File: src/rtl/bram_pkg.sv
// Shared constants, sweep FSM state encoding and a clog2 helper for the
// initialised simple-dual-port block RAM.
package bram_pkg;

    localparam int RDW_READ_FIRST  = 0;
    localparam int RDW_WRITE_FIRST = 1;

    typedef enum logic {
        ST_INIT  = 1'b0,
        ST_READY = 1'b1
    } init_state_e;

    // Address width for a given depth; never below 1 so ports stay legal.
    function automatic int clog2(input int n);
        int r;
        r = 0;
        while ((1 << r) < n) begin
            r = r + 1;
        end
        if (r < 1) begin
            r = 1;
        end
        return r;
    endfunction

endpackage

File: src/rtl/bram_init_seq.sv
// Reset sweep sequencer: after rst, walks every address once, requesting a
// FILL write at each, then parks in READY until the next rst.
module bram_init_seq
    import bram_pkg::*;
#(
    parameter int LEN = 256,
    parameter int AW  = clog2(LEN)
) (
    input  logic          clk,
    input  logic          rst,
    output logic          init_busy,
    output logic          sweep_we,
    output logic [AW-1:0] sweep_addr,
    output init_state_e   state_dbg
);

    localparam logic [AW-1:0] LAST_ADDR = AW'(LEN - 1);

    init_state_e   state, state_nxt;
    logic [AW-1:0] ptr, ptr_nxt;

    always_ff @(posedge clk or posedge rst) begin
        if (rst) begin
            state <= ST_INIT;
            ptr   <= '0;
        end else begin
            state <= state_nxt;
            ptr   <= ptr_nxt;
        end
    end

    always_comb begin
        state_nxt = state;
        ptr_nxt   = ptr;
        sweep_we  = 1'b0;
        init_busy = 1'b0;
        case (state)
            ST_INIT: begin
                sweep_we  = 1'b1;
                init_busy = 1'b1;
                if (ptr == LAST_ADDR) begin
                    state_nxt = ST_READY;
                end else begin
                    ptr_nxt = ptr + 1'b1;
                end
            end
            ST_READY: begin
                state_nxt = ST_READY;
            end
            default: begin
                state_nxt = ST_INIT;
            end
        endcase
    end

    assign sweep_addr = ptr;
    assign state_dbg  = state;

endmodule

File: src/rtl/bram_sdp_init.sv
// Simple-dual-port block RAM (A: read/write with byte enables, B: read-only)
// filled with FILL after reset. Define BRAM_OUT_REG_EN for a second output stage.
module bram_sdp_init
    import bram_pkg::*;
#(
    parameter int               WIDTH    = 8,
    parameter int               LEN      = 256,
    parameter int               RDW_MODE = 0,
    parameter logic [WIDTH-1:0] FILL     = '0,
    localparam int              AW       = clog2(LEN),
    localparam int              NB       = WIDTH / 8
) (
    input  logic             clk,
    input  logic             rst,
    output logic             init_busy,
    input  logic             a_en,
    input  logic             a_we,
    input  logic [NB-1:0]    a_be,
    input  logic [AW-1:0]    a_addr,
    input  logic [WIDTH-1:0] a_din,
    output logic [WIDTH-1:0] a_dout,
    output logic             a_valid,
    input  logic             b_en,
    input  logic [AW-1:0]    b_addr,
    output logic [WIDTH-1:0] b_dout,
    output logic             b_valid
);

    logic             sweep_we;
    logic [AW-1:0]    sweep_addr;
    init_state_e      seq_state;

    logic             a_acc, b_acc, a_in, b_in, a_wr, b_coll;
    logic [WIDTH-1:0] a_old, b_old, a_merged, a_rdata, b_rdata;
    logic             mem_we;
    logic [AW-1:0]    mem_waddr;
    logic [WIDTH-1:0] mem_wdata;
    logic [WIDTH-1:0] mem [LEN];

    bram_init_seq #(.LEN(LEN), .AW(AW)) u_seq (
        .clk        (clk),
        .rst        (rst),
        .init_busy  (init_busy),
        .sweep_we   (sweep_we),
        .sweep_addr (sweep_addr),
        .state_dbg  (seq_state)
    );

    // Handshake: a request is accepted when en is high at a rising edge while the
    // sweep is finished; each accept yields exactly one valid=1 cycle, with no backpressure.
    assign a_acc  = a_en & (seq_state == ST_READY);
    assign b_acc  = b_en & (seq_state == ST_READY);
    assign a_in   = (int'(a_addr) < LEN);
    assign b_in   = (int'(b_addr) < LEN);
    assign a_wr   = a_acc & a_we & a_in;
    assign b_coll = a_wr & (b_addr == a_addr);

    assign a_old = a_in ? mem[a_addr] : '0;
    assign b_old = b_in ? mem[b_addr] : '0;

    always_comb begin
        a_merged = a_old;
        for (int i = 0; i < NB; i++) begin
            if (a_be[i]) begin
                a_merged[8*i +: 8] = a_din[8*i +: 8];
            end
        end
    end

    always_comb begin
        mem_we    = sweep_we | a_wr;
        mem_waddr = sweep_we ? sweep_addr : a_addr;
        mem_wdata = sweep_we ? FILL : a_merged;
    end

    always_ff @(posedge clk) begin
        if (mem_we) begin
            mem[mem_waddr] <= mem_wdata;
        end
    end

    // Same-edge read-during-write returns the pre-write word or the merged word.
    always_comb begin
        a_rdata = '0;
        b_rdata = b_old;
        if (a_in) begin
            a_rdata = (a_we && RDW_MODE == RDW_WRITE_FIRST) ? a_merged : a_old;
        end
        if (b_coll && RDW_MODE == RDW_WRITE_FIRST) begin
            b_rdata = a_merged;
        end
    end

    logic [WIDTH-1:0] a_dout_q, b_dout_q;
    logic             a_valid_q, b_valid_q;

    always_ff @(posedge clk or posedge rst) begin
        if (rst) begin
            a_dout_q  <= '0;
            b_dout_q  <= '0;
            a_valid_q <= 1'b0;
            b_valid_q <= 1'b0;
        end else begin
            a_valid_q <= a_acc;
            b_valid_q <= b_acc;
            if (a_acc) begin
                a_dout_q <= a_rdata;
            end
            if (b_acc) begin
                b_dout_q <= b_rdata;
            end
        end
    end

`ifdef BRAM_OUT_REG_EN
    logic [WIDTH-1:0] a_dout_q2, b_dout_q2;
    logic             a_valid_q2, b_valid_q2;

    always_ff @(posedge clk or posedge rst) begin
        if (rst) begin
            a_dout_q2  <= '0;
            b_dout_q2  <= '0;
            a_valid_q2 <= 1'b0;
            b_valid_q2 <= 1'b0;
        end else begin
            a_valid_q2 <= a_valid_q;
            b_valid_q2 <= b_valid_q;
            if (a_valid_q) begin
                a_dout_q2 <= a_dout_q;
            end
            if (b_valid_q) begin
                b_dout_q2 <= b_dout_q;
            end
        end
    end

    assign a_dout  = a_dout_q2;
    assign a_valid = a_valid_q2;
    assign b_dout  = b_dout_q2;
    assign b_valid = b_valid_q2;
`else
    assign a_dout  = a_dout_q;
    assign a_valid = a_valid_q;
    assign b_dout  = b_dout_q;
    assign b_valid = b_valid_q;
`endif

endmodule

File: config.mk
export PLATFORM = sky130hd
export DESIGN_NAME = bram_sdp_init
export DESIGN_NICKNAME = d
export VERILOG_FILES = /design/src/rtl/bram_pkg.sv /design/src/rtl/bram_init_seq.sv /design/src/rtl/bram_sdp_init.sv
export SDC_FILE = /design/constraint.sdc
export NUM_CORES = 2
export LEC_CHECK = 0
export ABC_CLOCK_PERIOD_IN_PS = 18510
export CORE_ASPECT_RATIO = 1.5
export CORE_MARGIN = 2
export CORE_UTILIZATION = 53
export DETAILED_ROUTE_END_ITERATION = 10
export PLACE_DENSITY_LB_ADDON = 0.1
export SYNTH_ARGS = -nofsm -noshare
export SYNTH_HDL_FRONTEND = slang
export SYNTH_SLANG_ARGS = --single-unit
export TNS_END_PERCENT = 100
File: constraint.sdc
create_clock -name clk -period 18.51 [get_ports clk]
set_input_delay 4.6275 -clock clk [delete_from_list [all_inputs] [get_ports clk]]
set_output_delay 4.6275 -clock clk [all_outputs]
set_load 0.02 [all_outputs]
# Word level (Yosys, flattened, before mapping)
# Memories as Yosys holds them, arrays and structs flattened. A register that Yosys moved wholly into a read port is not among the register bits.
# Index checks and enable logic that the tools add are counted.
# totals
reg_bits	19
ramBits	2048
in_bits	30
out_inout_bits	19
elab_cells	23
mem_count	1
# memory_table
memory	depth	width	rd	rd_ports_with_merged_regs	write_ports	line	source
mem	256	8	2	1	1	bram_sdp_init.sv:38	logic [WIDTH-1:0] mem [LEN];
# classes
n_addsub	1
eq_ne	1
muxes	8
n_bitwise	6
reduce_logical	1
# ops
op	count
8-bit 2-to-1 mux	3
8-bit by 1-bit adder with 8-bit output (second input constant)	1
8-bit equality test (second input constant)	1
1-bit 2-to-1 mux	4
1-bit bitwise AND	3
1-bit NOT	2
1-bit one-hot mux with 2 select lines	1
2-bit AND reduction	1
1-bit bitwise OR	1

# Longest topological paths before layout
# depth
depth_word	5
ltp_mapped	13
mapped_depth_nobuf	7

# Hierarchy
# A second synthesis with hierarchy kept.
# hier_totals
cells_unflattened	4907
area_unflattened_um2	97046.8
# by_module_without_submodules
mod	n_inst	cells_per_inst	area_each_um2	seq_area_each_um2
bram_sdp_init	1	4869	96577.6	61949.4
bram_init_seq	1	38	469.2	225.2

# Worst setup path before layout
# No wires, ideal clock.
# synth_timing
kind	input to register
startpoint	in a_addr[0]
endpoint	mem mem[0][3] (data pin)
arrival_ns	16.489
path_slack_ns	-0.166
path_stages	11
path_buffers	4
cell_sequence	buf_4 -> buf_4 -> buf_4 -> buf_6 -> or3b_2 -> o22ai_1 -> nor4_1 -> a21oi_1 -> o311ai_0 -> a211o_1 -> o21ai_0
# synth_between
elab_chain_len	3
# synth_rtl
element	line	source
start: declaration	bram_sdp_init.sv:19	input logic [AW-1:0] a_addr,
memory 256 x 8 bit	n/a	
8-bit 2-to-1 mux	bram_sdp_init.sv:64	if (a_be[i]) begin
8-bit 2-to-1 mux	bram_sdp_init.sv:73	mem_wdata = sweep_we ? FILL : a_merged;
via mem_wdata[3]	bram_sdp_init.sv:37	logic [WIDTH-1:0] mem_wdata;
end: declaration	bram_sdp_init.sv:38	
# The timed path passes the listed nets, and every way through them passes these cells.

# Worst setup path in the final report
# layout_timing
startpoint	in a_addr[0]
endpoint	mem mem[113][5] (data pin)
# The elaborated chain is that of the path after synthesis.

==> summary.md <==
| Metric | Value |
|---|---|
| Setup repair after global routing missed its margin | false |
| Netlist area before placement | 96,900 um^2 |
| Post-route standard cell area excluding fillers | 106,000 um^2 |
| Share of the clock period used by the worst path after layout | 60.3% |
| Part of the Yosys area used for sequential elements | 64.1% |
| Fill cell instance count of the final layout | between 10,000 and 15,000 |
| Flip-flop and latch count after synthesis | 2,075 |
| Clock transition at the registers of the reported paths | 0.07 ns |
| Total global routing track utilization | roughly a third |
| Area after DPL | 99,900 um^2 |
| Share of final-layout standard cells stronger than drive strength 1 | 31.8% |
| Placed Cells | 7,150 |
| Clock latency reported for the late side of the worst-skew pair | around 0.88 ns |
| Overall die width | 353 um |
| Post-Synthesis Net Count | 4,923 |
| CTS root buf | clkbuf_16 |
| Max Freq | 89.5 MHz |
| Num ports | between 40 and 50 |
| Worst relative slew slack | around 1.2% |
| Final Wtd Congestion | 0.954 |
| Number of distinct library cells after synthesis | 66 |
| Crit Path Class | primary input to register |
| Crit end category | register |
| Vert. Die Dim | 528 um |
| Most common cell after layout, fill and taps aside | edfxtp_1 |
| Worst vdd rail ir drop | 0.113 mV |
| Post-detailed-route DRC marker count | 0 |
| Most frequent cells in the layout | 2,048 x edfxtp_1, 1,063 x mux4_2, 304 x nor2_1, 204 x clkbuf_16, 183 x mux2i_1 |
| Maximum fanout along the worst path | 96 |
| Pwr/cell area | 91.6 nW/um^2 |
| Sum of negative setup slack | 0 ns |
| Met1 global-route usage | 43.1% |
| Minimum clock period | ~11 ns |
| Gates resized, CTS repair | 0 |
| Fraction of registers with async set/reset | approximately 1.3% |
| GRT Max-Usage Layer | met2 |
| Row count | about 190 |
| 1st-iter DRT viols | between 7,000 and 8,000 |
| Mapped Cells | 4,892 |
| Number of sinks driven by the clock tree | roughly 2,100 |
| TritonRoute pass-1 iters | 7 |
| Synthesis-to-finish area growth | 9.59% |
| GRT met3 Usage | 7.89% |
| Drt wl/cell | 43.2 um |
| Total number of vias | 55,300 |
| Final max-slew violation count | 0 |
| Synthesized area divided by synthesized cell count | a little under 20 um^2 |
| Violated checks | capacitance limit |
| Hold Vio Cnt, Final | 0 |
| Critical path startpoint category | primary input |
| Final cell count without fillers | 7,507 |
| Required arrival time at the worst endpoint | roughly 19 ns |
| Area of the core region | 182,000 um^2 |
| Path type of the worst min-delay path | register to register |
| GR Overflow Total | 0 |
| Commonest register cell after synthesis | edfxtp_1 |
| Die area | roughly 190,000 um^2 |
| Hold buffer count at CTS | 0 |
| TritonCTS clock tree | yes |
| Largest net degree at the start of global routing | 113 |
| IO buf count | 48 |
| Number of enable-type register cells in the synthesized netlist | ~2,000 |
| H-tree levels | 4 |
| Wire length of the first global-routing pass | roughly 450,000 um |
| Number of antenna violations at the first check in global routing | 13 |
| Met2 Track Usage GR | 55.8% |
| Final routed wirelength across all metal layers | 325,000 um |
| Post-DP HPWL | between 200,000 and 250,000 um |
| Detail-routed via count per cell | 7.37 |
| Leakage power total | 34.6 nW |
| Data arrival time at the worst-slack endpoint | 11.67 ns |
| Net count reported at finish | 4,961 |
| Final setup fails | 0 |
| Via count of the first global-routing pass | 56,200 |
| CTS Buffer Depth | 4 |
| Number of warnings printed during yosys synthesis | 0 |
| Worst-Margin Slew | 1.45 ns |
| Starting Density | around 53% |
| Final worst clock skew | 0.0692 ns |
| Result of the run | complete, but fails checks |
| Maximum capacitance violations | 1 |
| Post-CTS Setup Repair Bufs | 0 |
| Number of clock buffers inserted by TritonCTS | 203 |
| Number of routed nets with antenna violations | 0 |
-- registers in the layout, indices dropped and copies added, names as in the netlist --
name,cells
a_dout,8
a_valid,1
b_valid,1
u_seq.state_dbg,1
mem,2048
u_seq.sweep_addr,8
b_dout,8
-- cells in the mapped netlist (all sizes together), types with 5 or more instances --
| master | count | area (um^2) |
|---|---|---|
| nand2 | 135 | 507 |
| nor4 | 12 | 75.1 |
| nor2 | 307 | 1150 |
| nand4 | 7 | 43.8 |
| a211oi | 23 | 173 |
| a22o | 34 | 298 |
| a22oi | 96 | 721 |
| or3 | 8 | 50.1 |
| inv | 9 | 33.8 |
| a31oi | 13 | 81.3 |
| o21ai | 58 | 290 |
| a32o | 6 | 60.1 |
| nand3b | 12 | 90.1 |
| nand3 | 32 | 160 |
| a211o | 12 | 105 |
| o221ai | 15 | 131 |
| o31ai | 6 | 45.0 |
| nor3 | 17 | 85.1 |
| nor2b | 30 | 188 |
| o22a | 6 | 52.6 |
| or2 | 8 | 50.1 |
| a2111oi | 7 | 61.3 |
| buf | 232 | 1430 |
| mux2i | 183 | 1830 |
| mux4 | 1063 | 23900 |
| edfxtp | 2048 | 61500 |
| a21oi | 58 | 290 |
| clkbuf | 156 | 587 |
| o22ai | 73 | 457 |
| o2111ai | 6 | 52.6 |
| dfrtp | 27 | 676 |
| nand2b | 21 | 131 |
| and2 | 20 | 125 |
| o211ai | 8 | 60.1 |
| a221o | 5 | 50.1 |
| mux2 | 57 | 642 |
| a221oi | 29 | 254 |
-- worst max-delay path, stage by stage --
cell	delay, ns
buf_8	0.46
buf_4	0.86
buf_4	0.72
mux4_2	0.35
mux2i_1	0.07
mux2i_1	0.50
o22ai_1	0.32
or4_1	0.47
o21ai_0	0.36
a32o_4	0.83
buf_4	0.76
buf_4	0.78
-- cells by family after synthesis --
group	count (synthesis)	synth area share, %
AND/OR/NAND/NOR	623	2.86
XOR/XNOR	5	0.0452
adder cells (fa/ha/maj)	1	0.0129
multiplexers	1303	27.3
buffers and inverters	399	2.12
AO/OA/AOI/OAI	486	3.56
flip-flops	2075	64.1
-- path summary, 6_finish.rpt --
| kind | from | slack, ns | depth (start not counted) | to |
|---|---|---|---|---|
| setup / recovery | a_addr[0] | 7.34 | 12 | mem[113][5] |
| hold / removal | a_dout[0] | 0.50 | 2 | a_dout[0] |
| setup reg to reg | mem[152][5] | 13.13 | 9 | mem[113][5] |
| hold reg to reg | a_dout[0] | 0.50 | 2 | a_dout[0] |
| max in group asynchronous | rst | 13.98 | 3 | u_seq.sweep_addr[4] |
| min in group asynchronous | rst | 4.19 | 3 | a_dout[0] |
-- per-stage QoR --
stage	hold WS (ns)	utilization, %	setup slack (ns)	total power (W)
3_3_place_gp	0.465	54.9	6.15	0.00577
4_1_cts	0.495	58.3	7.55	0.00974
6_report	0.498	58.3	7.34	0.00973
2_1_floorplan	0.493	-	4.21	0.00556
3_5_place_dp	0.482	54.9	6.65	0.00577
5_1_grt	0.544	58.3	7.19	0.00993
-- final cells by class --
class | instances | area [um^2] | share of cell area [%]
Sequential cell | 2075 | 62200 | 58.5
Multi-Input combinational cell | 2418 | 32800 | 30.9
Clock buffer | 246 | 5320 | 5.01
Tap cell | 2425 | 3030 | 2.86
Timing Repair Buffer | 221 | 1880 | 1.77
Clock inverter | 106 | 932 | 0.878
Inverter | 11 | 41.3 | 0.0389
Antenna cell | 5 | 12.5 | 0.0118
-- per-layer routing --
layer  wire, um  part of all wire, %  up-vias
met1     108000                   33    29500
met5         40                0.012        -
met3      33600                   10      887
met2     156000                   48     3719
met4      27100                  8.3        6
li1           -                    -    21200
-- where the power goes --
group          leakage, nW  internal, W  switching (W)
combinational         10.8     0.000226       0.000373
sequential            20.8      0.00508              0
clock                 3.06      0.00226        0.00179
total                 34.6      0.00756        0.00216
Note: power is estimated with default switching activity, not from simulation.
